===== config.mk =====
export PLATFORM = sky130hd
export DESIGN_NAME = ex_mdu_flat
export DESIGN_NICKNAME = d
export VERILOG_FILES = /design/src/rtl/ex_mdu_if.sv /design/src/rtl/ex_mdu.sv /design/src/flat_wrapper.sv
export SDC_FILE = /design/constraint.sdc
export NUM_CORES = 2
export LEC_CHECK = 0
export ABC_AREA = 1
export CAP_MARGIN = 40
export CORE_ASPECT_RATIO = 1.2
export CORE_MARGIN = 10
export CORE_UTILIZATION = 60
export DETAILED_ROUTE_END_ITERATION = 6
export DONT_BUFFER_PORTS = 1
export PLACE_DENSITY = 0.76
export SYNTH_ARGS = -nofsm -noshare
export SYNTH_HDL_FRONTEND = slang
export SYNTH_SLANG_ARGS = --single-unit

===== constraint.sdc =====
create_clock -name clk -period 19.7 [get_ports clk]
set_input_delay 2.955 -clock clk [delete_from_list [all_inputs] [get_ports clk]]
set_output_delay 2.955 -clock clk [all_outputs]
set_load 0.02 [all_outputs]

===== src/rtl/ex_mdu_if.sv =====
// Execute-stage multiply/divide unit bus: operation request from the
// pipeline, stall request back to it, and the HI/LO result registers.
interface ex_mdu_if #(
    parameter int W = 32
);
    logic [2:0]   op_i;
    logic [W-1:0] data1_i;
    logic [W-1:0] data2_i;
    logic         flush_i;
    logic         stall_req_o;
    logic [W-1:0] hi_o;
    logic [W-1:0] lo_o;
    logic         div_zero_o;

    modport master (
        output op_i, data1_i, data2_i, flush_i,
        input  stall_req_o, hi_o, lo_o, div_zero_o
    );

    modport slave (
        input  op_i, data1_i, data2_i, flush_i,
        output stall_req_o, hi_o, lo_o, div_zero_o
    );
endinterface


===== src/rtl/ex_mdu.sv =====
// EX-stage multiply/divide unit owning HI/LO.
// Single-cycle multiply and MTHI/MTLO; restoring radix-2 divider that
// stalls the pipeline for W+1 cycles and writes HI/LO on its DONE edge.
//
// state | meaning
// IDLE  | accepts a new op; MULT/MT* complete here, DIV/DIVU latch operands
// BUSY  | one restoring divide step per cycle, counter W down to 1
// DONE  | stall released; quotient/remainder (or div-by-zero result) written
module ex_mdu #(
    parameter int W = 32
) (
    input logic     clk,
    input logic     rst,
    ex_mdu_if.slave mdu
);
    localparam int CW = $clog2(W + 1);

    localparam logic [2:0] OP_MULT  = 3'b001;
    localparam logic [2:0] OP_MULTU = 3'b010;
    localparam logic [2:0] OP_DIV   = 3'b011;
    localparam logic [2:0] OP_DIVU  = 3'b100;
    localparam logic [2:0] OP_MTHI  = 3'b101;
    localparam logic [2:0] OP_MTLO  = 3'b110;

    typedef enum logic [1:0] {IDLE, BUSY, DONE} state_t;

    state_t        state;
    logic [W:0]    rem;      // partial remainder, one bit wider than operands
    logic [W-1:0]  dvd;      // dividend shifting out, quotient shifting in
    logic [W-1:0]  dvs;
    logic [CW-1:0] cnt;
    logic          neg_q;
    logic          neg_r;
    logic          dz;

    logic          div_start;
    logic          sign1;
    logic          sign2;
    logic [W-1:0]  mag1;
    logic [W-1:0]  mag2;
    logic [2*W-1:0] ext1;
    logic [2*W-1:0] ext2;
    logic [2*W-1:0] product;
    logic [W:0]    rem_sh;
    logic          fits;
    logic [W:0]    rem_nx;
    logic [W-1:0]  dvd_nx;
    logic [W-1:0]  q_res;
    logic [W-1:0]  r_res;

    // Operand conditioning, one restoring step, and result sign fix-up.
    always_comb begin
        div_start = (state == IDLE) && ((mdu.op_i == OP_DIV) || (mdu.op_i == OP_DIVU));

        sign1 = (mdu.op_i == OP_DIV) && mdu.data1_i[W-1];
        sign2 = (mdu.op_i == OP_DIV) && mdu.data2_i[W-1];
        mag1  = sign1 ? -mdu.data1_i : mdu.data1_i;
        mag2  = sign2 ? -mdu.data2_i : mdu.data2_i;

        if (mdu.op_i == OP_MULT) begin
            ext1 = {{W{mdu.data1_i[W-1]}}, mdu.data1_i};
            ext2 = {{W{mdu.data2_i[W-1]}}, mdu.data2_i};
        end else begin
            ext1 = {{W{1'b0}}, mdu.data1_i};
            ext2 = {{W{1'b0}}, mdu.data2_i};
        end
        product = ext1 * ext2;

        rem_sh = {rem[W-1:0], dvd[W-1]};
        fits   = rem_sh >= {1'b0, dvs};
        rem_nx = fits ? (rem_sh - {1'b0, dvs}) : rem_sh;
        dvd_nx = {dvd[W-2:0], fits};

        q_res = neg_q ? -dvd : dvd;
        r_res = neg_r ? -rem[W-1:0] : rem[W-1:0];
    end

    // Stall while a divide is being accepted or iterating; never during reset or flush.
    always_comb begin
        mdu.stall_req_o = !rst && !mdu.flush_i && ((state == BUSY) || div_start);
    end

    // Controller FSM with HI/LO and div-by-zero pulse as registered outputs.
    always_ff @(posedge clk) begin
        if (rst) begin
            state          <= IDLE;
            mdu.hi_o       <= '0;
            mdu.lo_o       <= '0;
            mdu.div_zero_o <= 1'b0;
            rem            <= '0;
            dvd            <= '0;
            dvs            <= '0;
            cnt            <= '0;
            neg_q          <= 1'b0;
            neg_r          <= 1'b0;
            dz             <= 1'b0;
        end else begin
            mdu.div_zero_o <= 1'b0;
            if (mdu.flush_i) begin
                state <= IDLE;
            end else begin
                case (state)
                    IDLE: begin
                        case (mdu.op_i)
                            OP_MULT, OP_MULTU: {mdu.hi_o, mdu.lo_o} <= product;
                            OP_MTHI:           mdu.hi_o <= mdu.data1_i;
                            OP_MTLO:           mdu.lo_o <= mdu.data1_i;
                            OP_DIV, OP_DIVU: begin
                                dvs   <= mag2;
                                rem   <= '0;
                                cnt   <= CW'(W);
                                neg_q <= sign1 ^ sign2;
                                neg_r <= sign1;
                                if (mdu.data2_i == '0) begin
                                    // raw dividend kept so HI can return it unchanged
                                    dvd   <= mdu.data1_i;
                                    dz    <= 1'b1;
                                    state <= DONE;
                                end else begin
                                    dvd   <= mag1;
                                    dz    <= 1'b0;
                                    state <= BUSY;
                                end
                            end
                            default: ;
                        endcase
                    end
                    BUSY: begin
                        rem <= rem_nx;
                        dvd <= dvd_nx;
                        cnt <= cnt - 1'b1;
                        if (cnt == CW'(1)) begin
                            state <= DONE;
                        end
                    end
                    DONE: begin
                        if (dz) begin
                            mdu.lo_o       <= '1;
                            mdu.hi_o       <= dvd;
                            mdu.div_zero_o <= 1'b1;
                        end else begin
                            mdu.lo_o <= q_res;
                            mdu.hi_o <= r_res;
                        end
                        state <= IDLE;
                    end
                    default: state <= IDLE;
                endcase
            end
        end
    end
endmodule


===== src/flat_wrapper.sv =====
// flat-port wrapper written by rule: the top's interface ports become plain ports
module ex_mdu_flat 
#(
    parameter int W = 32
)
  (clk, rst, mdu_op_i, mdu_data1_i, mdu_data2_i, mdu_flush_i, mdu_stall_req_o, mdu_hi_o, mdu_lo_o, mdu_div_zero_o);
  ex_mdu_if #(.W(W)) mdu_i ();
  input logic clk;
  input logic rst;
  input wire logic [$bits(mdu_i.op_i)-1:0] mdu_op_i;
  input wire logic [$bits(mdu_i.data1_i)-1:0] mdu_data1_i;
  input wire logic [$bits(mdu_i.data2_i)-1:0] mdu_data2_i;
  input wire logic [$bits(mdu_i.flush_i)-1:0] mdu_flush_i;
  output wire logic [$bits(mdu_i.stall_req_o)-1:0] mdu_stall_req_o;
  output wire logic [$bits(mdu_i.hi_o)-1:0] mdu_hi_o;
  output wire logic [$bits(mdu_i.lo_o)-1:0] mdu_lo_o;
  output wire logic [$bits(mdu_i.div_zero_o)-1:0] mdu_div_zero_o;
  assign mdu_i.op_i = mdu_op_i;
  assign mdu_i.data1_i = mdu_data1_i;
  assign mdu_i.data2_i = mdu_data2_i;
  assign mdu_i.flush_i = mdu_flush_i;
  assign mdu_stall_req_o = mdu_i.stall_req_o;
  assign mdu_hi_o = mdu_i.hi_o;
  assign mdu_lo_o = mdu_i.lo_o;
  assign mdu_div_zero_o = mdu_i.div_zero_o;
  ex_mdu #(.W(W)) u_core (.clk(clk), .rst(rst), .mdu(mdu_i));
endmodule

==> results.tsv <==
stage	metric	value	unit
setup_path	slowest cell on the critical path	fa_1	
detailed_routing	routed vias	53300	
setup_path	Critical Path Most Common Cell	fa_1	
synthesis	Post-Synth XOR/XNOR Area	1.89	%
synthesis	average footprint of a synthesized cell	7.76	µm²
synthesis	primary flip-flop cell chosen by synthesis mapping	dfxtp_1	
cts	root buf cell	clkbuf_16	
cts	clock-pin slew on the worst setup and hold paths	0.07	ns
min_path	class of the tightest hold or removal check	flop to flop	
floorplanning	total core area	0.103	mm²
synthesis	EDFF count, synth	0	
synthesis	library cell with the largest summed area after synthesis	fa_1	
synthesis	count of mapped cells out of synthesis	8092	
cts	Clock Latency Late Sink	0.48	ns
floorplanning	die width	315	µm
grt	largest net degree at the start of global routing	74	
synthesis	total number of yosys warnings	0	
synthesis	commonest cells in the netlist	2,311 x inv_1, 1,690 x nand2_1, 1,420 x fa_1	
timing	final total negative setup slack	0	ns
timing	hold violation count in the final report	0	
setup_path	required time of the critical path	20.10	ns
synthesis	post-synthesis simple-gate area fraction	16.2	%
timing	clk_skew	0.0229	ns
cts	htree depth	4	
detailed_routing	Final ANT Viol Nets	0	
floorplanning	floorplan die height	374	µm
grt	via count of the first global-routing pass	56900	
synthesis	flip-flop and latch count after synthesis	172	
synthesis	share of cell area taken by muxes after synthesis	0	%
detailed_routing	Vias per Instance	5.80	
timing	fraction of the cycle the final worst path needs	67.0	%
timing	unrepaired setup endpoints after global routing	no	
floorplanning	DIE AREA	0.118	mm²
synthesis	post-synthesis instance area	0.0628	mm²
setup_path	endpoint class of the critical path	flop	
floorplanning	Initial Util	60.7	%
detailed_routing	aggregate routed wire length	231000	µm
detailed_routing	Detailed Route Iter0 Violations	5199	
setup_path	type of the worst setup path	input port to flop	
setup_path	cell family contributing the most delay on the critical path	adder cells	
floorplanning	num rows	129	
synthesis	combinational family with the most area after synthesis	adder cells	
grt	antenna violations before repair	10	
setup_path	critical path buffer and inverter count	12	
place	PortBufs	0	
timing	highest attainable clock frequency	75.8	MHz
place	detailed placement HPWL	186000	µm
layout	Syn-to-layout area delta	1.92	%
cts	cts hold-fix bufs	0	
floorplanning	# IOs	136	
detailed_routing	routed len/inst	25.2	µm
layout	share of final-layout standard cells stronger than drive strength 1	3.21	%
synthesis	nets in the synthesized netlist	9928	
detailed_routing	total iterations of the first detailed-routing run	6	
setup_path	Data arrival, critical path	13.59	ns
timing	Setup-failing EPs final	0	
place	cell total after placement	9136	
cts	post-CTS setup buffer count	0	
timing	transition time at the pin with the least slew margin	1.04	ns
cts	CTS tree	built	
layout	final-stage net count	9632	
layout	final cell count without fillers	9190	
setup_path	delay of the slowest cell on the worst path	0.97	ns
synthesis	share of Yosys cell area claimed by the top area cell type	45.3	%
setup_path	highest net fanout along the worst path	44	
grt	Tot GR Track Use	39.8	%
grt	first-pass GRT wire length	350000	µm
synthesis	synthesized-area fraction occupied by ao, oa, aoi and oai cells	8.03	%
cts	CTS-repair resized insts	0	
timing	max-slew headroom at the worst pin	29.6	%
status	outcome	completed	
synthesis	top cells by area, synth	fa_1 45%, inv_1 14%, nand2_1 10%	
cts	TritonCTS Buffers	17	
grt	GR Overflow Total	0	
timing	number of pins with negative max-slew slack in the final report	0	
setup_path	sort of element at the start of the critical path	input port	
timing	post-route minimum period	13.20	ns
detailed_routing	DRC Markers	0	
job	maximum capacitance violations	0	
cts	maximum number of buffers from clock root to sink	2	
synthesis	ys async rst share	0	%
synthesis	sequential cell area fraction in the yosys report	5.48	%
synthesis	library cells used by synthesis	73	
synthesis	adder-cell share of the synthesized area	52.2	%
place	placer's final routability congestion estimate	1.12	
cts	clock sink count	172	
synthesis	most frequently used cell type in the post-synthesis netlist	inv_1	
==> final timing paths <==
path / from / to / slack (ns) / cells past startpoint
worst min register to register: u_core.cnt[3] / u_core.cnt[3] / 0.47 / 2
worst max register to register: u_core.rem[12] / u_core.rem[5] / 16.10 / 12
worst max-delay path: mdu_op_i[1] / u_core.mdu.hi_o[20] / 6.50 / 35
worst min-delay path: u_core.cnt[3] / u_core.cnt[3] / 0.47 / 2
==> registers in the layout (all words and copies together), names as in the netlist <==
register	cells
u_core.dvd	32
u_core.state	2
u_core.rem	32
u_core.neg_q	1
u_core.mdu.lo_o	32
u_core.mdu.hi_o	32
u_core.cnt	6
u_core.mdu.div_zero_o	1
u_core.dvs	32
u_core.neg_r	1
u_core.dz	1
==> routing by layer <==
metal | global-route usage [%] | vias up | share of wire [%]
met5 | 0 | - | 0.015
met4 | 27.6 | 6 | 8.5
met3 | 10.5 | 903 | 10
met2 | 64.5 | 3201 | 47
met1 | 45.6 | 26300 | 34
li1 | - | 22900 | -
==> layout make-up <==
cell class	instances	area (µm²)
clock inverter	13	149
fill	9206	39400
antenna	6	15.0
timing repair buffer	41	333
sequential	172	3440
multi-input combinational	5236	49200
tap	1375	1720
clock buffer	19	453
inverter	2328	8740
==> tightest hold or removal path: cells and delay by family, from the launching register on <==
family	cells	cell delay, ns
AO/OA/AOI/OAI	1	0.05
flip-flops	1	0.31
AND/OR/NAND/NOR	1	0.06
==> through the flow <==
step,setup WS (ns),util (%),hold slack [ns],area [µm²]
detailed placement,6.28,61.2,0.454,63300
CTS,6.75,61.8,0.463,63900
global placement,6.16,61.1,0.450,63200
finish,6.50,61.9,0.469,64000
floorplan,8.06,-,0.422,62800
global route,6.01,61.9,0.505,64000
==> placed cells by master, fill, tap and decap left out, types with 36 or more instances in the layout <==
cell type	instances
a21oi_1	366
a31oi_1	38
dfxtp_1	172
fa_1	1420
ha_1	346
inv_1	2310
nand2_1	1689
nand3_1	181
nand4_1	38
nor2_1	381
o21ai_0	267
xnor2_1	36
xor2_1	98
==> logic make-up (layout without fill, tap and decap cells) <==
kind of cell             count (synthesis)  in the layout
buffers and inverters                 2684           2401
AND/OR/NAND/NOR                       2460           2460
adder cells (fa/ha/maj)               1766           1766
AO/OA/AOI/OAI                          875            875
flip-flops                             172            172
XOR/XNOR                               135            135
other                                    0              6
Power is left out: the tool's default activity adds up to more than one toggle a clock period on the data nets, which glitch-free logic cannot reach.
